**src/rtl/mem_rw_responder.sv**
```systemverilog
// mem_rw_responder: memory target answering read/write requests on a
// valid/ready channel with one in-order response per request.
//
// Ports:
//   clk, rst             rising-edge clock, synchronous active-high reset
//   req_valid/req_ready  request handshake
//   req_we               1 = write, 0 = read
//   req_addr             word address
//   req_wdata            write data (ignored for reads)
//   rsp_valid/rsp_ready  response handshake
//   rsp_we               echo of req_we
//   rsp_rdata            mem[addr] as it was before this request's write
//   rsp_err              address was >= DEPTH
//   busy                 clear sweep running
//
// Optional feature macro: MEM_RW_CLEAR_EN
//   Zeroes the whole array one word per cycle after every reset.
//   While the sweep runs, busy=1 and no requests are taken.
module mem_rw_responder #(
    parameter int DATA_W = 8,
    parameter int ADDR_W = 8,
    parameter int DEPTH  = 256
) (
    input  logic              clk,
    input  logic              rst,
    input  logic              req_valid,
    output logic              req_ready,
    input  logic              req_we,
    input  logic [ADDR_W-1:0] req_addr,
    input  logic [DATA_W-1:0] req_wdata,
    output logic              rsp_valid,
    input  logic              rsp_ready,
    output logic              rsp_we,
    output logic [DATA_W-1:0] rsp_rdata,
    output logic              rsp_err,
    output logic              busy
);

    localparam int IDX_W = (DEPTH > 1) ? $clog2(DEPTH) : 1;
    localparam logic [ADDR_W:0] LIMIT = (ADDR_W + 1)'(DEPTH);

    logic [DATA_W-1:0] mem [0:DEPTH-1];

    logic [1:0]        count;
    logic              s1_we;
    logic              s1_err;
    logic [DATA_W-1:0] s1_rdata;

    logic              in_range;
    logic              push;
    logic              pop;
    logic [IDX_W-1:0]  idx;
    logic [DATA_W-1:0] rd_now;

    logic              wr_en;
    logic [IDX_W-1:0]  wr_idx;
    logic [DATA_W-1:0] wr_data;

    assign in_range  = {1'b0, req_addr} < LIMIT;
    assign idx       = req_addr[IDX_W-1:0];
    assign rd_now    = in_range ? mem[idx] : '0;

    assign rsp_valid = (count != 2'd0);
    assign pop       = rsp_valid & rsp_ready;
    assign req_ready = ((count < 2'd2) || pop) && !busy;
    assign push      = req_valid & req_ready;

`ifdef MEM_RW_CLEAR_EN
    typedef enum logic {
        IDLE,
        CLEAR
    } state_t;

    state_t           state;
    logic [IDX_W-1:0] clr_addr;

    always_ff @(posedge clk) begin
        if (rst) begin
            state    <= CLEAR;
            busy     <= 1'b1;
            clr_addr <= '0;
        end else if (state == CLEAR) begin
            if (clr_addr == IDX_W'(DEPTH - 1)) begin
                state <= IDLE;
                busy  <= 1'b0;
            end else begin
                clr_addr <= clr_addr + 1'b1;
            end
        end
    end
`else
    assign busy = 1'b0;
`endif

    // Single write port shared by the sweep and accepted writes; the two
    // never overlap because requests are blocked while busy.
    always_comb begin
        wr_en   = !rst && push && req_we && in_range;
        wr_idx  = idx;
        wr_data = req_wdata;
`ifdef MEM_RW_CLEAR_EN
        if (!rst && state == CLEAR) begin
            wr_en   = 1'b1;
            wr_idx  = clr_addr;
            wr_data = '0;
        end
`endif
    end

    always_ff @(posedge clk) begin
        if (wr_en) begin
            mem[wr_idx] <= wr_data;
        end
    end

    // Two-entry response FIFO; the head entry drives rsp_* directly.
    always_ff @(posedge clk) begin
        if (rst) begin
            count     <= 2'd0;
            rsp_we    <= 1'b0;
            rsp_rdata <= '0;
            rsp_err   <= 1'b0;
            s1_we     <= 1'b0;
            s1_rdata  <= '0;
            s1_err    <= 1'b0;
        end else begin
            case ({push, pop})
                2'b10: begin
                    if (count == 2'd0) begin
                        rsp_we    <= req_we;
                        rsp_rdata <= rd_now;
                        rsp_err   <= !in_range;
                    end else begin
                        s1_we    <= req_we;
                        s1_rdata <= rd_now;
                        s1_err   <= !in_range;
                    end
                    count <= count + 2'd1;
                end
                2'b01: begin
                    rsp_we    <= s1_we;
                    rsp_rdata <= s1_rdata;
                    rsp_err   <= s1_err;
                    count     <= count - 2'd1;
                end
                2'b11: begin
                    if (count == 2'd1) begin
                        rsp_we    <= req_we;
                        rsp_rdata <= rd_now;
                        rsp_err   <= !in_range;
                    end else begin
                        rsp_we    <= s1_we;
                        rsp_rdata <= s1_rdata;
                        rsp_err   <= s1_err;
                        s1_we     <= req_we;
                        s1_rdata  <= rd_now;
                        s1_err    <= !in_range;
                    end
                end
                default: ;
            endcase
        end
    end

endmodule

```
**config.mk**
```make
export PLATFORM = sky130hd
export DESIGN_NAME = mem_rw_responder
export DESIGN_NICKNAME = d
export VERILOG_FILES = /design/src/rtl/mem_rw_responder.sv
export SDC_FILE = /design/constraint.sdc
export NUM_CORES = 2
export LEC_CHECK = 0
export CORE_ASPECT_RATIO = 1.75
export CORE_UTILIZATION = 35
export DETAILED_ROUTE_END_ITERATION = 10
export GPL_TIMING_DRIVEN = 0
export PLACE_DENSITY = 0.61
export SETUP_SLACK_MARGIN = 0.1
export SYNTH_ARGS = -nofsm -noshare
export SYNTH_HDL_FRONTEND = slang
export SYNTH_SLANG_ARGS = --single-unit
```
**constraint.sdc**
```tcl
create_clock -name clk -period 3.3 [get_ports clk]
set_input_delay 0.825 -clock clk [delete_from_list [all_inputs] [get_ports clk]]
set_output_delay 0.825 -clock clk [all_outputs]
set_load 0.02 [all_outputs]
```
==> summary.txt <==
Status
  • Outcome: finished with violations
  • Failing checks: setup timing

Worst hold path
  • Worst Hold Class: primary input to register

Timing
  • Fmax: ~300 MHz
  • Final min period: 3340 ps
  • Final setup fails: 4
  • Setup TNS: -64.3 ps
  • Slew headroom: 0.198
  • RSZ-0062 raised after global routing: true
  • Max-slew violation count: 0
  • Final worst slack: -38.2 ps
  • Setup skew after layout: approximately 50 ps
  • Tightest Pin Transition: between 1000 and 1500 ps
  • Period utilization: 1.01
  • Final hold violation count: 0

Synthesis
  • Number of flops mapped to enable cells by yosys: around 2k
  • Syn Std Cell Area: about 80000 um2
  • Synth cell types: 51
  • Register bit total from synthesis: roughly 2.1k
  • Instance count of the mapped netlist: between 3k and 4k
  • Main synth FF type: edfxtp_1
  • Synth Area per Inst: between 20 and 25 um2
  • Async SR Flop Fraction: 0
  • Sequential fraction of the synthesis area: 0.780
  • Synth warn: 0

Floorplan
  • Ports: 34
  • Initial core utilization: 0.353
  • Core Rows: 230
  • Area of the core: 225000 um2
  • DIE AREA: about 230000 um2
  • Die width: ~360 um
  • Die Y: around 630 um

Setup path
  • FF-to-FF path depth: 12
  • WP data arrival: 4050 ps
  • Crit. End Element: register
  • Crit path capture: rsp_rdata[1]
  • Crit path launch type: primary input
  • Worst Path Max Fanout: 10
  • Reg-to-reg slack, setup: roughly 280 ps
  • Critical path launch point: req_addr[1]
  • Crit path required time: about 4000 ps
  • RR Startpoint: count[0]
  • Critical R2R Capture: mem[53][4]
  • Critical Setup Path Class: primary input to register

CTS
  • Clock root cell: clkbuf_16
  • CTS tree: done
  • Clock-pin slew on the worst setup and hold paths: around 70 ps
  • Buffer depth of the longest clock path: 4
  • CTS H-tree lvls: 4
  • Clock sinks: ~2.1k
  • CTS Buf Count: approximately 180
  • Clk_lat worst skew: between 800 and 900 ps

Placed design
  • Placed inst area: 83800 um2
  • Final GP Congestion: roughly 1.0
  • Place WS: -2790 ps
  • Dpl hpwl: 188 mm
  • Port Buffers: 27
  • Placed insts: between 6k and 7k

Global routing
  • Antenna violations before repair: 8
  • First-pass GRT wire length: roughly 360 mm
  • Gr usage total: 0.237
  • Vias in the first global route: 41.9k
  • Largest net degree at the start of global routing: ~170
  • Total congestion overflow: 0

Pwr
  • Clk network pwr share: 0.385
  • PD cells: ~560 nW/um2
  • Pleak: roughly 29 nW
  • Cell Int Power: 41.1 mW
  • Gate power share: 0.073
  • Sw Ratio: 0.233
  • Peak VDD IR: ~440 uV
  • Sequential share of power: 0.542
  • Psw: between 10 and 15 mW

Route
  • First DRT Iteration DRCs: between 4k and 5k
  • TritonRoute pass-1 iters: 8
  • Vias per Instance: approximately 5.8
  • Vias: approximately 41k
  • Routed wire length per instance: 38.1 um
  • Final Routed Wirelength: 273 mm
  • ANT nets after route: 0
  • DRC violations left: 0

Cells and area
  • Share of cells above drive strength 1: 0.366
  • Final std cells w/o fill: 7153
  • Most frequent cells in the layout: edfxtp_1 (2048), mux4_2 (509), nor2_4 (227)
  • Finished Core Util: 0.423
  • P&R area growth vs syn: 19.7%
  • Layout net count: 4026
  • Most common library cell in the layout ignoring fill and taps: edfxtp_1
  • Final Cell Area: ~95000 um2

Job
  • MaxCap Viol Count: 0
[worst max-delay path: stages]
cell      delay [ps]
buf_4            200
buf_2            360
clkbuf_4         420
mux4_2           370
a22oi_2          720
a21oi_1          190
o41ai_1          470
and3_1           330
o32ai_1          120
[how the worst min path moves through the flow]
stage | from | to | slack (ps) | cells past startpoint
3_3_place_gp | s1_rdata[3] | s1_rdata[3] | 470 | 2
6_report | req_wdata[3] | mem[14][3] | 260 | 1
2_1_floorplan | s1_rdata[0] | s1_rdata[0] | 460 | 2
4_1_cts | req_wdata[3] | mem[14][3] | 250 | 1
5_1_grt | req_wdata[3] | mem[14][3] | 250 | 1
3_5_place_dp | s1_rdata[0] | s1_rdata[0] | 490 | 2
[per-stage QoR]
step,power (mW),hold slack [ps]
after CTS,53.4,246
final,53.5,261
after global routing,54.4,253
after detailed placement,33.1,487
after global placement,33.3,473
after floorplan,31.1,460
[state kept, by name, indices dropped and copies added (netlist names)]
name / count
mem: 2048
s1_we: 1
rsp_rdata: 8
rsp_we: 1
count: 2
s1_rdata: 8
[synthesized netlist by cell type (6+ instances only)]
cell | instances | area (um2)
nor3_1 | 6 | 30.0
o31ai_1 | 9 | 67.6
nor2_1 | 270 | 1010
mux2_2 | 6 | 67.6
a22oi_1 | 236 | 1770
edfxtp_1 | 2048 | 61500
mux4_2 | 509 | 11500
clkbuf_1 | 87 | 327
mux2i_1 | 19 | 190
nand3_1 | 9 | 45.0
buf_4 | 23 | 173
inv_1 | 9 | 33.8
a21oi_1 | 118 | 591
buf_1 | 27 | 101
buf_2 | 92 | 460
nand3b_1 | 9 | 67.6
dfxtp_1 | 20 | 400
and3_1 | 17 | 106
nor2b_1 | 10 | 62.6
o41ai_1 | 28 | 245
nand2_1 | 34 | 128
o32ai_1 | 8 | 70.1
[cell families (layout without fill, tap and decap cells)]
| group | count (synthesis) | in the layout | synth area share |
|---|---|---|---|
| AOI/OAI and AO/OA | 429 | 429 | 0.0375 |
| xor gates and xnor gates | 2 | 2 | 0.000221 |
| adders and majority gates | 5 | 5 | 0.000788 |
| buffers and inverters | 240 | 718 | 0.0140 |
| DFF | 2068 | 2068 | 0.780 |
| muxes | 534 | 534 | 0.148 |
| other | 1 | 10 | 0.0000473 |
| and+or+nand+nor | 371 | 371 | 0.0196 |
[power groups by stage]
stage / combinational, mW / sequential [mW] / clock [mW]
after global placement: 3.39 / 29.9 / 0
final: 3.89 / 29.0 / 20.6
after floorplan: 1.53 / 29.6 / 0
after detailed placement: 3.49 / 29.6 / 0
after global routing: 3.92 / 29.0 / 21.5
after CTS: 3.76 / 29.0 / 20.7
[routing by layer]
layer,GRT usage,part of all wire
met3,0.0414,0.067
met2,0.398,0.50
met4,0.246,0.12
met1,0.243,0.31
met5,0,0.00012
[cell type report]
class                      count  area, um2
tap                         3016       3770
antenna                        8       20.0
sequential                  2068      61900
fill                       19200     130000
multi-input combinational   1343      19100
clock inverter                96        802
buffer                       229       1940
timing repair buffer         169       2760
inverter                      10       37.5
clock buffer                 214       4650
[timing repair]
item                                   4_1_cts  5_1_grt
resized for setup                          844      146
cloned                                       2        3
endpoints found under the hold margin        0        0
setup endpoints to repair                 2066     1632
pin swaps                                   54       64
hold buffers                                 0        0
buffers inserted                            71       55
Note: power is estimated with default switching activity, not from simulation.
